**src/rtl/core_pkg.sv**
```systemverilog
// core_pkg: shared widths, reset/halt encodings and fetch state encoding for the 8-bit core.
package core_pkg;
  localparam int PC_W = 8;
  localparam int INSTR_W = 8;
  localparam logic [PC_W-1:0] RESET_PC = 8'h00;
  localparam logic [INSTR_W-1:0] HALT_INSTR = 8'hFF;
  typedef enum logic [1:0] {RUN, STALL, HALTED} fetch_state_t;
endpackage

```
**src/rtl/instr_fetch_if.sv**
```systemverilog
// instr_fetch_if: fetch <-> instr_mem / decode signal bundle.
interface instr_fetch_if #(
  parameter int PC_W = core_pkg::PC_W,
  parameter int INSTR_W = core_pkg::INSTR_W
);
  logic [PC_W-1:0] pc;
  logic [INSTR_W-1:0] instruction;
  logic stall;
  logic redirect;
  logic [PC_W-1:0] redirect_pc;
  logic [INSTR_W-1:0] instr_out;
  logic [PC_W-1:0] instr_pc;
  logic instr_valid;
  logic halted;
  modport master (
    output pc, instr_out, instr_pc, instr_valid, halted,
    input instruction, stall, redirect, redirect_pc
  );
  modport slave (
    input pc, instr_out, instr_pc, instr_valid, halted,
    output instruction, stall, redirect, redirect_pc
  );
endinterface

```
**src/rtl/instr_fetch.sv**
```systemverilog
// instr_fetch: pc owner with one-cycle in-flight tag, stall replay, redirect and halt detection.
module instr_fetch #(
  parameter int PC_W = core_pkg::PC_W,
  parameter int INSTR_W = core_pkg::INSTR_W,
  parameter logic [PC_W-1:0] RESET_PC = core_pkg::RESET_PC,
  parameter bit HALT_EN = 1'b1,
  parameter logic [INSTR_W-1:0] HALT_INSTR = core_pkg::HALT_INSTR
) (
  input logic clk,
  input logic reset_n,
  instr_fetch_if.master bus
);
  import core_pkg::*;
  localparam logic [1:0] S_RUN = RUN;
  localparam logic [1:0] S_STALL = STALL;
  localparam logic [1:0] S_HALT = HALTED;
  logic [1:0] st, st_n;
  logic [PC_W-1:0] pc, pc_n, d_pc, ipc;
  logic [INSTR_W-1:0] out;
  logic d_v, v, v_n, hlt, run, hit;
  assign hlt = st == S_HALT;
  assign run = !bus.redirect && !hlt && !bus.stall;
  assign hit = HALT_EN && d_v && bus.instruction == HALT_INSTR;
  // a stalled fetch whose data was never consumed is reissued from its tag
  always_comb begin
    st_n = bus.redirect ? S_RUN : hlt ? S_HALT : bus.stall ? S_STALL : hit ? S_HALT : S_RUN;
    pc_n = bus.redirect ? bus.redirect_pc : run ? pc + 1'b1 : (!hlt && d_v) ? d_pc : pc;
    v_n = bus.redirect || hlt ? 1'b0 : bus.stall ? v : d_v;
  end
  always_ff @(posedge clk or negedge reset_n) begin
    if (!reset_n) begin
      pc <= RESET_PC;
      d_pc <= '0;
      d_v <= 1'b0;
      out <= '0;
      ipc <= '0;
      v <= 1'b0;
      st <= S_RUN;
    end else begin
      pc <= pc_n;
      st <= st_n;
      v <= v_n;
      d_v <= run;
      if (run) begin
        d_pc <= pc;
        out <= bus.instruction;
        ipc <= d_pc;
      end
    end
  end
  assign bus.pc = pc;
  assign bus.instr_out = out;
  assign bus.instr_pc = ipc;
  assign bus.instr_valid = v;
  assign bus.halted = hlt;
endmodule

```
**src/flat_wrapper.sv**
```systemverilog
// flat-port wrapper written by rule: the top's interface ports become plain ports
module instr_fetch_flat import core_pkg::*;
#(
  parameter int PC_W = core_pkg::PC_W,
  parameter int INSTR_W = core_pkg::INSTR_W,
  parameter logic [PC_W-1:0] RESET_PC = core_pkg::RESET_PC,
  parameter bit HALT_EN = 1'b1,
  parameter logic [INSTR_W-1:0] HALT_INSTR = core_pkg::HALT_INSTR
)
  (clk, reset_n, bus_pc, bus_instr_out, bus_instr_pc, bus_instr_valid, bus_halted, bus_instruction, bus_stall, bus_redirect, bus_redirect_pc);
  instr_fetch_if #(.PC_W(PC_W), .INSTR_W(INSTR_W)) bus_i ();
  input logic clk;
  input logic reset_n;
  output wire logic [$bits(bus_i.pc)-1:0] bus_pc;
  output wire logic [$bits(bus_i.instr_out)-1:0] bus_instr_out;
  output wire logic [$bits(bus_i.instr_pc)-1:0] bus_instr_pc;
  output wire logic [$bits(bus_i.instr_valid)-1:0] bus_instr_valid;
  output wire logic [$bits(bus_i.halted)-1:0] bus_halted;
  input wire logic [$bits(bus_i.instruction)-1:0] bus_instruction;
  input wire logic [$bits(bus_i.stall)-1:0] bus_stall;
  input wire logic [$bits(bus_i.redirect)-1:0] bus_redirect;
  input wire logic [$bits(bus_i.redirect_pc)-1:0] bus_redirect_pc;
  assign bus_pc = bus_i.pc;
  assign bus_instr_out = bus_i.instr_out;
  assign bus_instr_pc = bus_i.instr_pc;
  assign bus_instr_valid = bus_i.instr_valid;
  assign bus_halted = bus_i.halted;
  assign bus_i.instruction = bus_instruction;
  assign bus_i.stall = bus_stall;
  assign bus_i.redirect = bus_redirect;
  assign bus_i.redirect_pc = bus_redirect_pc;
  instr_fetch #(.PC_W(PC_W), .INSTR_W(INSTR_W), .RESET_PC(RESET_PC), .HALT_EN(HALT_EN), .HALT_INSTR(HALT_INSTR)) u_core (.clk(clk), .reset_n(reset_n), .bus(bus_i));
endmodule
```
**config.mk**
```make
export PLATFORM = sky130hd
export DESIGN_NAME = instr_fetch_flat
export DESIGN_NICKNAME = d
export VERILOG_FILES = /design/src/rtl/core_pkg.sv /design/src/rtl/instr_fetch_if.sv /design/src/rtl/instr_fetch.sv /design/src/flat_wrapper.sv
export SDC_FILE = /design/constraint.sdc
export NUM_CORES = 1
export LEC_CHECK = 0
export ABC_AREA = 1
export CORE_MARGIN = 2
export CORE_UTILIZATION = 51
export DETAILED_ROUTE_END_ITERATION = 6
export HOLD_SLACK_MARGIN = 0.1
export PLACE_DENSITY = 0.92
export RECOVER_POWER = 25
export SYNTH_ARGS = -nofsm -noshare
export SYNTH_HDL_FRONTEND = slang
export SYNTH_SLANG_ARGS = --single-unit
export TNS_END_PERCENT = 100
```
**constraint.sdc**
```tcl
create_clock -name clk -period 2.2 [get_ports clk]
set_input_delay 0.22 -clock clk [delete_from_list [all_inputs] [get_ports clk]]
set_output_delay 0.22 -clock clk [all_outputs]
set_load 0.005 [all_outputs]
```
# == After elaboration in Yosys (flattened, before gate mapping) ==
# Cells that the tools add are included.
# Widths: inputs -> output; s select.
# totals
register_bits,36
word_cells,29
# op_classes
add_sub_neg,1
eq_ne,3
muxes,9
reduce_logical,9
# ops
op,n
$mux 8,3
$add 8x1->8 const B,1
$eq 8x8->1 const B,1
$mux 2,4
$logic_and 1x1->1,4
$logic_not 1->1,3
$reduce_bool 3->1,1
$eq 2x2->1 const B,1
$mux 1,2
$ne 2x1->1 const B,1
$logic_or 1x1->1,1

# == Logic depth before layout (Yosys ltp) ==
# depth
word_depth,6
ltp_mapped,9

# == Worst setup path before layout ==
# Ideal clock, no wire load.
# synth_path
kind,reg2reg
startpoint,register u_core.pc[0] (netlist: u_core.bus.pc[0])
endpoint,register u_core.pc[2] (netlist: u_core.bus.pc[2])
setup_time_ps,116
t_arrival_ps,1104
required_time_ps,2084
slack_ps,980
stages_incl_launch_ff,7
path_buffers,0
synth_period_minus_slack_ps,1220
path_cell_list,dfrtp_1 > ha_1 > or2_2 > nand3_2 > nand3_1 > nand2_1 > nand2_1
# synth_via
elab_chain_len,3
# synth_lines
item,line_no,rtl
start: declaration,instr_fetch.sv:18,"logic [PC_W-1:0] pc, pc_n, d_pc, ipc;"
start signal: assignment,instr_fetch.sv:40,pc <= pc_n;
$add 8x1->8,instr_fetch.sv:27,pc_n = bus.redirect ? bus.redirect_pc : run ? pc + 1'b1 : (!hlt && d_v) ? d_pc : pc;
$mux 8 (2 in a row),instr_fetch.sv:27,
# Every way passes these cells.
# A chain may end at the register's enable or synchronous reset.

# == Final worst setup path ==
# layout_path
startpoint,register u_core.st[0]
endpoint,output port bus_halted
# layout_via
elab_chain_len,1
# layout_lines
item,line_no,rtl
start: declaration,instr_fetch.sv:17,"logic [1:0] st, st_n;"
start signal: assignment,instr_fetch.sv:41,st <= st_n;
$eq 2x2->1,instr_fetch.sv:21,assign hlt = st == S_HALT;
end: declaration,flat_wrapper.sv:18,output wire logic [$bits(bus_i.halted)-1:0] bus_halted;
# Every way passes these cells.

==> summary.txt <==
WP data arrival: 1.44 ns
maximum VDD drop: 330 uV
most frequent cell after synthesis: nand2_1
post-synthesis sequential area ratio: 52.8%
register bit total from synthesis: 36
PwrDens: 729 nW/um^2
# DRC: 0
layout cells sized above 1: 6.84%
largest net degree at the start of global routing: 37
synth warn: 0
post-CTS setup buffer count: 0
gpl congestion: 0.817
final hold viol count: 0
CTS buffer count: 5
Final Cell Area: 2230 um^2
Synth area leader: dfrtp_1
router iterations before antenna repair: 4
average instance area after synthesis: 7.90 um^2
effective utilization at floorplan: 52.0%
Synth top area share: 52.8%
slew margin rel.: 44.1%
ANT cells: 0
fin util: 67.8%
dpl hpwl: 2670 um
CP required: 1.98 ns
min cycle time layout: 1.66 ns
Die X: 61.8 um
CTS max path bufs: 2
CTS Root Buffer Type: clkbuf_4
Area growth syn-to-layout: 30.6%
vias in the first global route: 1342
FMAX: 0.602 GHz
Post-synth EDFFs: 0
Final nets: 284
cells after synthesis: 216
Mapped Area: 1710 um^2
Die Footprint: 3820 um^2
status: finished clean
clock-pin slew on the worst setup and hold paths: 0.10 ns
# fillers: 264
Slew Limit Fails: 0
LEAKAGE: 0.00111 uW
GR Util All Layers: 21.5%
CP Class: reg -> out
# rows: 21
post-DR vias/cell: 4.97
first-pass GRT wire length: 5900 um
Antenna Violating Nets Remaining: 0
Skew-Pair Late Insertion Delay: 0.34 ns
initial antenna violation count: 0
Final period util: 75.5%
# port buffers: 45
Final Skew: 0.00690 ns
Clock Sinks: 36
Setup violations, final: 0
Core Area: 3280 um^2
Routed WL: 3650 um
DP Area: 2170 um^2
CTS tree: yes
Area contributors post-synth: dfrtp_1, nand2_1, nor2_1
HP Class: in -> reg
number of max-cap violations: 0
Least-Margin Pin Slew: 0.839 ns
RSZ-0062 raised after global routing: false
setup TNS: 0 ns
crit start category: flip-flop
H-tree depth: 2
vias: 1535
IO Count: 46
post-cts repair resize count: 0
commonest cells in the netlist: nand2_1, dfrtp_1, nor2_1, inv_1, o21ai_1
hold bufs inserted after CTS: 0
post-synth cell types: 18
gr ovfl total: 0
Synth async-reset ratio: 100%
wire per inst: 11.8 um
post-synth net total: 237
crit end category: output pin
DRT iter0 DRCs: 84
Worst R2R Setup Slack: 0.84 ns
Synth Flop Type: dfrtp_1
crit-path max FO: 5
die span in y: 61.8 um
[per-stage QoR]
| stage | hold slack [ns] | std cells | power, uW | setup WS [ns] |
|---|---|---|---|---|
| after floorplan | -0.0756 | 216 | 1020 | 0.980 |
| final | 0.451 | 309 | 1620 | 0.539 |
| after global placement | 0.453 | 302 | 1240 | 0.400 |
| after global routing | 0.469 | 309 | 1720 | 0.449 |
| after detailed placement | 0.453 | 302 | 1250 | 0.329 |
| after CTS | 0.295 | 309 | 1630 | 0.529 |
[per-layer routing]
metal | part of all wire [%] | GRT usage (%) | routed length (um) | vias up
li1 | - | - | - | 768
met1 | 43 | 28.1 | 1550 | 698
met2 | 49 | 34.1 | 1790 | 59
met3 | 5.9 | 4.76 | 217 | 10
met4 | 2.4 | 10.3 | 89 | 0
met5 | 0 | 0 | 0 | -
[cell families (layout without fill, tap and decap cells)]
kind of cell	Yosys count	in the layout	synth area share (%)
and+or+nand+nor	132	132	31.7
adders and majority gates	1	1	0.733
xor gates and xnor gates	1	1	0.513
DFF	36	36	52.8
buffers and inverters	25	72	7.92
AOI/OAI and AO/OA	21	21	6.38
[report_power, final]
part	leakage, uW	internal [uW]	total [uW]	switching (uW)
sequential	0.000451	759	834	75.2
combinational	0.000621	223	407	184
clock	0.0000374	181	383	202
total	0.00111	1160	1620	462
[path summary, 6_finish.rpt]
check                      cells after the start                      end               start
max reg2reg                                    7         u_core.bus.pc[0]        u_core.st[1]
min                                            3  u_core.bus.instr_out[6]  bus_instruction[6]
max in group asynchronous                      2   u_core.bus.instr_pc[7]             reset_n
max                                            4               bus_halted        u_core.st[0]
min reg2reg                                    2   u_core.bus.instr_pc[3]      u_core.d_pc[3]
min in group asynchronous                      2         u_core.bus.pc[2]             reset_n
[worst max-delay path, stage by stage (launching register included)]
cell	delay, ns
dfrtp_1	0.38
inv_1	0.05
nand2_1	0.11
inv_1	0.08
clkdlybuf4s50_1	0.49
[state kept, by name, indices dropped and copies added (netlist names)]
name and cells:
u_core.d_v 1, u_core.bus.instr_pc 8, u_core.st 2, u_core.bus.instr_valid 1
u_core.d_pc 8, u_core.bus.pc 8, u_core.bus.instr_out 8
[area by class of cell]
class	count	area, um^2	area share (%)
sequential	36	901	40.4
multi-input combinational	155	671	30.1
timing repair buffer	48	470	21.1
clock buffer	7	65.1	2.92
inverter	17	63.8	2.86
tap	46	57.6	2.58
[cells in the final DEF, fill, tap and decap left out, types with 4 or more instances in the layout]
cell	count
nand2_1	94
clkdlybuf4s50_1	44
dfrtp_1	36
nor2_1	20
inv_1	14
o21ai_1	11
nand3_1	10
a21oi_1	5
clkbuf_4	5
nand3_2	4
o21ai_0	4
No activity file was read; power rests on OpenSTA's default activity.
